===== config.mk =====
export PLATFORM = sky130hd
export DESIGN_NAME = tap_mac_seq_flat
export DESIGN_NICKNAME = d
export VERILOG_FILES = /design/src/rtl/tap_mac_if.sv /design/src/rtl/tap_mac_seq.sv /design/src/flat_wrapper.sv
export SDC_FILE = /design/constraint.sdc
export NUM_CORES = 2
export LEC_CHECK = 0
export ABC_CLOCK_PERIOD_IN_PS = 29500
export CELL_PAD_IN_SITES_DETAIL_PLACEMENT = 0
export CELL_PAD_IN_SITES_GLOBAL_PLACEMENT = 1
export CORE_MARGIN = 2
export CORE_UTILIZATION = 45
export CTS_BUF_LIST = sky130_fd_sc_hd__clkbuf_4 sky130_fd_sc_hd__clkbuf_8
export CTS_CLUSTER_SIZE = 8
export DETAILED_ROUTE_END_ITERATION = 8
export HOLD_SLACK_MARGIN = 0.1
export PLACE_DENSITY_LB_ADDON = 0.1
export SLEW_MARGIN = 20
export SYNTH_ARGS = -nofsm -noshare
export SYNTH_HDL_FRONTEND = slang
export SYNTH_SLANG_ARGS = --single-unit

===== constraint.sdc =====
create_clock -name clk -period 29.5 [get_ports clk]
set_clock_uncertainty 0.15 [all_clocks]
set_input_delay 5.9 -clock clk [delete_from_list [all_inputs] [get_ports clk]]
set_output_delay 5.9 -clock clk [all_outputs]
set_load 0.02 [all_outputs]

===== src/rtl/tap_mac_if.sv =====
// Handshake and bus bundle between the tap MAC sequencer and its surroundings:
// coefficient programming, start/busy control, mux select/sample and result.
interface tap_mac_if #(
  parameter int DATA_W = 32,
  parameter int COEF_W = 16,
  parameter int ACC_W  = DATA_W + COEF_W + 2
);
  logic              coef_we;
  logic [1:0]        coef_addr;
  logic [COEF_W-1:0] coef_wdata;
  logic              start;
  logic              busy;
  logic [1:0]        sel;
  logic [DATA_W-1:0] tap_data;
  logic              res_valid;
  logic              res_ready;
  logic [ACC_W-1:0]  res_data;

  // Driver side: programs coefficients, starts passes, supplies the muxed sample.
  modport master (
    output coef_we, coef_addr, coef_wdata, start, tap_data, res_ready,
    input  busy, sel, res_valid, res_data
  );

  // Sequencer side.
  modport slave (
    input  coef_we, coef_addr, coef_wdata, start, tap_data, res_ready,
    output busy, sel, res_valid, res_data
  );
endinterface


===== src/rtl/tap_mac_seq.sv =====
// Four-tap multiply-accumulate sequencer. Steps the operand mux select through
// taps 0..3, accumulates sample*coef for each, then offers the sum on a
// valid/ready handshake. One pass per start pulse taken in IDLE.
module tap_mac_seq #(
  parameter int DATA_W = 32,
  parameter int COEF_W = 16,
  parameter int ACC_W  = DATA_W + COEF_W + 2
) (
  input  logic     clk,
  input  logic     rst_n,
  tap_mac_if.slave bus
);
  localparam int PROD_W = DATA_W + COEF_W;

  typedef enum logic [1:0] {IDLE, RUN, DONE} state_t;

  state_t            state_q, state_d;
  logic [1:0]        k_q;
  logic [ACC_W-1:0]  acc_q;
  logic [COEF_W-1:0] coef_q [4];

  logic signed [PROD_W-1:0] prod;
  logic [ACC_W-1:0]         prod_ext;

  // Full-precision signed product of the current tap, sign-extended to the
  // accumulator. coef_q is read before any same-edge write lands, so a write
  // colliding with its tap takes effect only from the next cycle.
  assign prod     = $signed(bus.tap_data) * $signed(coef_q[k_q]);
  assign prod_ext = {{(ACC_W-PROD_W){prod[PROD_W-1]}}, prod};

  // State register.
  always_ff @(posedge clk or negedge rst_n) begin
    if (!rst_n) state_q <= IDLE;
    else        state_q <= state_d;
  end

  // Next-state logic; start is only looked at in IDLE.
  always_comb begin
    state_d = state_q;
    case (state_q)
      IDLE:    if (bus.start)     state_d = RUN;
      RUN:     if (k_q == 2'd3)   state_d = DONE;
      DONE:    if (bus.res_ready) state_d = IDLE;
      default:                    state_d = IDLE;
    endcase
  end

  // Tap counter and accumulator; acc doubles as the held result in DONE.
  always_ff @(posedge clk or negedge rst_n) begin
    if (!rst_n) begin
      k_q   <= 2'd0;
      acc_q <= '0;
    end else begin
      case (state_q)
        IDLE: if (bus.start) begin
          k_q   <= 2'd0;
          acc_q <= '0;
        end
        RUN: begin
          k_q   <= k_q + 2'd1;
          acc_q <= acc_q + prod_ext;
        end
        default: ;
      endcase
    end
  end

  // Coefficient bank, writable in any state.
  always_ff @(posedge clk or negedge rst_n) begin
    if (!rst_n) begin
      for (int i = 0; i < 4; i++) coef_q[i] <= '0;
    end else if (bus.coef_we) begin
      coef_q[bus.coef_addr] <= bus.coef_wdata;
    end
  end

  // Outputs decode from registers only; nothing depends on start or res_ready.
  assign bus.sel       = (state_q == RUN) ? k_q : 2'd0;
  assign bus.busy      = (state_q != IDLE);
  assign bus.res_valid = (state_q == DONE);
  assign bus.res_data  = acc_q;
endmodule


===== src/flat_wrapper.sv =====
// flat-port wrapper written by rule: the top's interface ports become plain ports
module tap_mac_seq_flat 
#(
  parameter int DATA_W = 32,
  parameter int COEF_W = 16,
  parameter int ACC_W  = DATA_W + COEF_W + 2
)
  (clk, rst_n, bus_coef_we, bus_coef_addr, bus_coef_wdata, bus_start, bus_tap_data, bus_res_ready, bus_busy, bus_sel, bus_res_valid, bus_res_data);
  tap_mac_if #(.DATA_W(DATA_W), .COEF_W(COEF_W), .ACC_W(ACC_W)) bus_i ();
  input  logic clk;
  input  logic rst_n;
  input wire logic [$bits(bus_i.coef_we)-1:0] bus_coef_we;
  input wire logic [$bits(bus_i.coef_addr)-1:0] bus_coef_addr;
  input wire logic [$bits(bus_i.coef_wdata)-1:0] bus_coef_wdata;
  input wire logic [$bits(bus_i.start)-1:0] bus_start;
  input wire logic [$bits(bus_i.tap_data)-1:0] bus_tap_data;
  input wire logic [$bits(bus_i.res_ready)-1:0] bus_res_ready;
  output wire logic [$bits(bus_i.busy)-1:0] bus_busy;
  output wire logic [$bits(bus_i.sel)-1:0] bus_sel;
  output wire logic [$bits(bus_i.res_valid)-1:0] bus_res_valid;
  output wire logic [$bits(bus_i.res_data)-1:0] bus_res_data;
  assign bus_i.coef_we = bus_coef_we;
  assign bus_i.coef_addr = bus_coef_addr;
  assign bus_i.coef_wdata = bus_coef_wdata;
  assign bus_i.start = bus_start;
  assign bus_i.tap_data = bus_tap_data;
  assign bus_i.res_ready = bus_res_ready;
  assign bus_busy = bus_i.busy;
  assign bus_sel = bus_i.sel;
  assign bus_res_valid = bus_i.res_valid;
  assign bus_res_data = bus_i.res_data;
  tap_mac_seq #(.DATA_W(DATA_W), .COEF_W(COEF_W), .ACC_W(ACC_W)) u_core (.clk(clk), .rst_n(rst_n), .bus(bus_i));
endmodule

## After elaboration in Yosys (flattened, before gate mapping)

Index checks and enable logic that the tools add are counted.

| word-level totals | value |
|---|---|
| word-level logic and storage cells | 42 |
| flip-flop bits (word level) | 118 |
| output and inout port bits | 54 |

| operators by class | value |
|---|---|
| bitwise gates (word level) | 2 |
| mux-type cells | 15 |
| equal/unequal tests | 6 |
| magnitude comparators | 3 |
| reductions and logical operators | 6 |
| multiply operators | 1 |
| add/sub/neg operators | 2 |

Operator list:

| kind | number |
|---|---|
| 50-bit one-hot mux with 2 select lines | 1 |
| 64-bit bitwise mux | 1 |
| 50-bit adder | 1 |
| 50-bit 2-to-1 mux | 1 |
| 32-bit by 16-bit multiplier with 48-bit output | 1 |
| 16-bit 2-to-1 mux | 3 |
| 16-bit binary-select mux with 2-bit select | 1 |
| 16-bit demux with 2-bit select | 1 |
| 2-bit 2-to-1 mux | 5 |
| 3-bit greater-or-equal comparator (second input constant) | 2 |
| 2-bit NOT with 3-bit output | 2 |
| 2-bit one-hot mux with 3 select lines | 1 |
| 2-bit == test (second input constant) | 2 |
| 2-bit inequality test (second input constant) | 2 |
| 2-bit one-hot mux with 2 select lines | 1 |
| 2-bit nonzero test | 2 |
| 3-bit by 1-bit < comparator with 1-bit output (second input constant) | 1 |
| 3-bit AND reduction | 1 |
| 2-bit by 1-bit adder with 2-bit output (second input constant) | 1 |
| 2-bit by 1-bit == test with 1-bit output (second input constant) | 1 |
| 2-bit zero test | 1 |
| 2-bit by 1-bit inequality test with 1-bit output (second input constant) | 1 |
| 2-bit AND reduction | 1 |
| 1-bit logical AND | 1 |

## Depth between registers and ports, before layout

| logic depth | value |
|---|---|
| word-level depth | 7 |
| gate-level depth with buffers | 41 |
| gate-level depth less buffers | 37 |

## Worst setup path before layout

Ideal clock, no wire load.

| timing | value |
|---|---|
| kind | input to register |
| start | input port bus_tap_data[7] |
| end | register u_core.acc_q[49], in the netlist u_core.bus.res_data[49] |
| buffers on the path | 2 |
| required time | 29.270 ns |
| cell stages on the path | 34 |
| library setup time | 0.080 ns |
| arrival | 13.735 ns |
| setup slack | 15.534 ns |
| cell sequence | clkbuf_1 -> nand2_1 -> fa_1 -> inv_1 -> fa_1 -> inv_1 -> fa_1 -> inv_1 -> fa_1 -> fa_1 -> inv_1 -> fa_1 -> inv_1 -> ha_1 -> buf_2 -> nand2_1 -> o21bai_1 -> o2111a_1 -> and3_1 -> or3_1 -> a41o_1 -> a21o_1 -> a21oi_1 -> xnor2_1 -> ha_1 -> and4_1 -> nand4_1 -> or3_1 -> o2111ai_2 -> a2111oi_2 -> nor3_1 -> nor3_1 -> or4b_1 -> o211ai_2 |

| on the way | value |
|---|---|
| cells in the longest elaborated chain, start to end | 3 |

Ends and longest elaborated chain:

| item | RTL line | RTL |
|---|---|---|
| start, declared | flat_wrapper.sv:16 | `input wire logic [$bits(bus_i.tap_data)-1:0] bus_tap_data;` |
| 32-bit by 16-bit multiplier with 48-bit output | tap_mac_seq.sv:28 | `assign prod = $signed(bus.tap_data) * $signed(coef_q[k_q]);` |
| 50-bit adder | tap_mac_seq.sv:61 | `acc_q <= acc_q + prod_ext;` |
| 50-bit one-hot mux with 2 select lines | tap_mac_seq.sv:54 | `case (state_q)` |
| end signal, assigned | tap_mac_seq.sv:61 |  |
| end, declared | tap_mac_seq.sv:19 | `logic [ACC_W-1:0] acc_q;` |

No other way between the ends.
A chain may end at the register's enable or synchronous reset.

## Final worst setup path

| timing | value |
|---|---|
| start | input port bus_tap_data[11] |
| end | register u_core.acc_q[49], in the netlist u_core.bus.res_data[49] |

Same word-level chain as after synthesis.

==> reports/metrics.cfg <==
[setup_path]
cp.arrival_ns=15.24
critical_path_class=in -> reg
r2r-end=u_core.bus.res_data[49]
r2r-start=u_core.k_q[1]
reg2reg_setup_slack_ns=18.91
cp_slowest_cell=clkdlybuf4s50_1
rr_worst_depth=34
setup.worst_path.end_class=register
critPathRequiredTime_ns=29.71
crit_top_cell=fa_1
critPathMaxFanout=16
crit_path_start_kind=primary input
max_stage_delay_ns=0.96

[timing]
finalSetupTns_ns=0
finalSetupViolCount=0
finalCriticalPeriod_ns=15.03
post-route-period-util_pct=50.9
rsz0062_at_grt=false
finalHoldViolations=0
fmaxAchievable_mhz=66.6
drv_slew=0
timing.final.ws_setup_ns=14.47
max-slew-margin-rel_pct=27.4
tightestPinTransition_ns=1.09

[global_routing]
antenna_found_initial=7
grt_overflow=0
first_global_vias=20500
grt_max_degree=64
track_usage_pct=24.7
grt_first_pass_wirelength_mm=111

[yosys]
yosys.area.top_type_share_pct=38.7
yosysWarnings=0
async_flop_share_pct=100
syn_area_per_cell_sq_um=9.17
synth_flop_cell=dfrtp_1
synth_area_sq_mm=0.0252
synth_top_area_cell=fa_1
synth.area.top_cells=fa_1 39%, dfrtp_1 12%, inv_1 8.9%, ha_1 8.2%, nand2_1 5.6%
yosysSeqAreaShare_pct=11.7
synth.distinct_cells=76
ys_ff_latch=118
synth_edf_count=0
synthCells=2743
syn_nets=3450

[die]
pin_count=109
fp.dieH_um=240
die-area_sq_mm=0.0578
initial_utilization_pct=45.6
fp.coreArea_sq_mm=0.0552
die_w_um=240
rows=86

[hold_path]
min_path_type=reg -> reg
worstHoldStart=u_core.coef_q[3]
worstHoldEndpoint=u_core.coef_q[3]
hold_depth=1

[clocking]
htreeDepth=4
post-cts-setup-buffers=0
clkSinkCount=118
cts_resized=0
cts_buffers=17
clk_root_buffer_cell=clkbuf_8
cts_tree=yes
path_clk_slew_ns=0.09
clk_path_buf_depth=2
ctsHoldBuffers=0
clock_latency_ns=0.45

[place]
portBuffers=108
place.gp.congestion=0.911
hpwl_mm=53.3
place_inst=3504
place_ws_ns=14.08

[drt]
first_iter_violations=834
viasPerCell=5.22
firstDrtPassIters=5
routed_wl_mm=67.1
postRouteAntennaNets=0
wire_per_inst_um=19.0
drc=0
num_vias=18500

[layout]
layout.cells.non_filler=3537
final_core_utilization_pct=49.5
final_nets=3482
final_cell_mix=597 x inv_1, 487 x fa_1, 377 x nand2_1, 204 x and2_1, 165 x ha_1
syn_to_final_growth_pct=8.56
final_common_cell=inv_1
drive_above_1_share_pct=5.95

[outcome]
status=complete, no violations

[job]
drv_cap=0

[metal layers]
layer / global-route usage, % / vias to the layer above / wire (um)
met1: 32.7 / 9649 / 28900
li1: - / 8444 / -
met3: 2.19 / 55 / 2250
met2: 44.6 / 317 / 35000
met5: 0 / - / 0
met4: 4.12 / 0 / 961
[how the worst max path moves through the flow]
stage          slack [ns]                      end             start  cells past startpoint
3_5_place_dp        14.08  u_core.bus.res_data[49]  bus_tap_data[24]                     36
6_report            14.47  u_core.bus.res_data[49]  bus_tap_data[11]                     34
3_3_place_gp        14.16  u_core.bus.res_data[49]  bus_tap_data[24]                     36
2_1_floorplan       15.53  u_core.bus.res_data[49]   bus_tap_data[7]                     34
4_1_cts             14.53  u_core.bus.res_data[49]  bus_tap_data[24]                     36
5_1_grt             13.89  u_core.bus.res_data[49]  bus_tap_data[10]                     32
[per-stage QoR]
| step | cell area [sq um] | hold slack, ns |
|---|---|---|
| floorplan | 25200 | 0.324 |
| global placement | 26900 | 0.331 |
| detailed placement | 26900 | 0.340 |
| CTS | 27300 | 0.361 |
| global route | 27300 | 0.368 |
| finish | 27300 | 0.357 |
[critical path, delay by kind of cell]
| kind | cells | cell delay [ns] |
|---|---|---|
| buf+inv | 4 | 1.11 |
| fa+ha+maj | 8 | 3.70 |
| simple gates | 5 | 0.96 |
| xor+xnor | 1 | 0.16 |
| compound gates | 16 | 3.37 |
[cells by family (layout without fill, tap and decap cells)]
| group | count (synthesis) | in the layout | synth area share (%) |
|---|---|---|---|
| AND/OR/NAND/NOR | 759 | 759 | 14.4 |
| other | 0 | 1 | 0 |
| AO/OA/AOI/OAI | 334 | 334 | 8.81 |
| XOR/XNOR | 91 | 91 | 3.17 |
| flip-flops | 118 | 118 | 11.7 |
| multiplexers | 81 | 81 | 4.29 |
| adder cells (fa/ha/maj) | 652 | 652 | 46.9 |
| buffers and inverters | 708 | 753 | 10.7 |
[synth_stat cells (all sizes together) (16+ instances only)]
| master | count |
|---|---|
| fa | 487 |
| o21bai | 17 |
| xnor2 | 62 |
| xor2 | 29 |
| dfrtp | 118 |
| nand2 | 377 |
| clkbuf | 99 |
| and2 | 204 |
| inv | 597 |
| o21ai | 91 |
| mux2 | 65 |
| ha | 165 |
| nor2 | 77 |
| nor3 | 16 |
| a21o | 51 |
| a21oi | 83 |
[registers in the layout, indices dropped and copies added, names as in the netlist]
register and cells:
u_core.bus.res_data 50, u_core.coef_q 64, u_core.k_q 2, u_core.state_q 2
[area by class of cell]
class / count / area, sq um
tap: 748 / 936
antenna: 1 / 2.50
fill: 5326 / 27900
sequential: 118 / 2950
inverter: 597 / 2240
multi-input combinational: 1917 / 19500
clock inverter: 15 / 204
clock buffer: 17 / 234
timing repair buffer: 124 / 1200
Power is not shown: default switching activity piles up to over one toggle a cycle in this logic, so the estimate is an artifact.
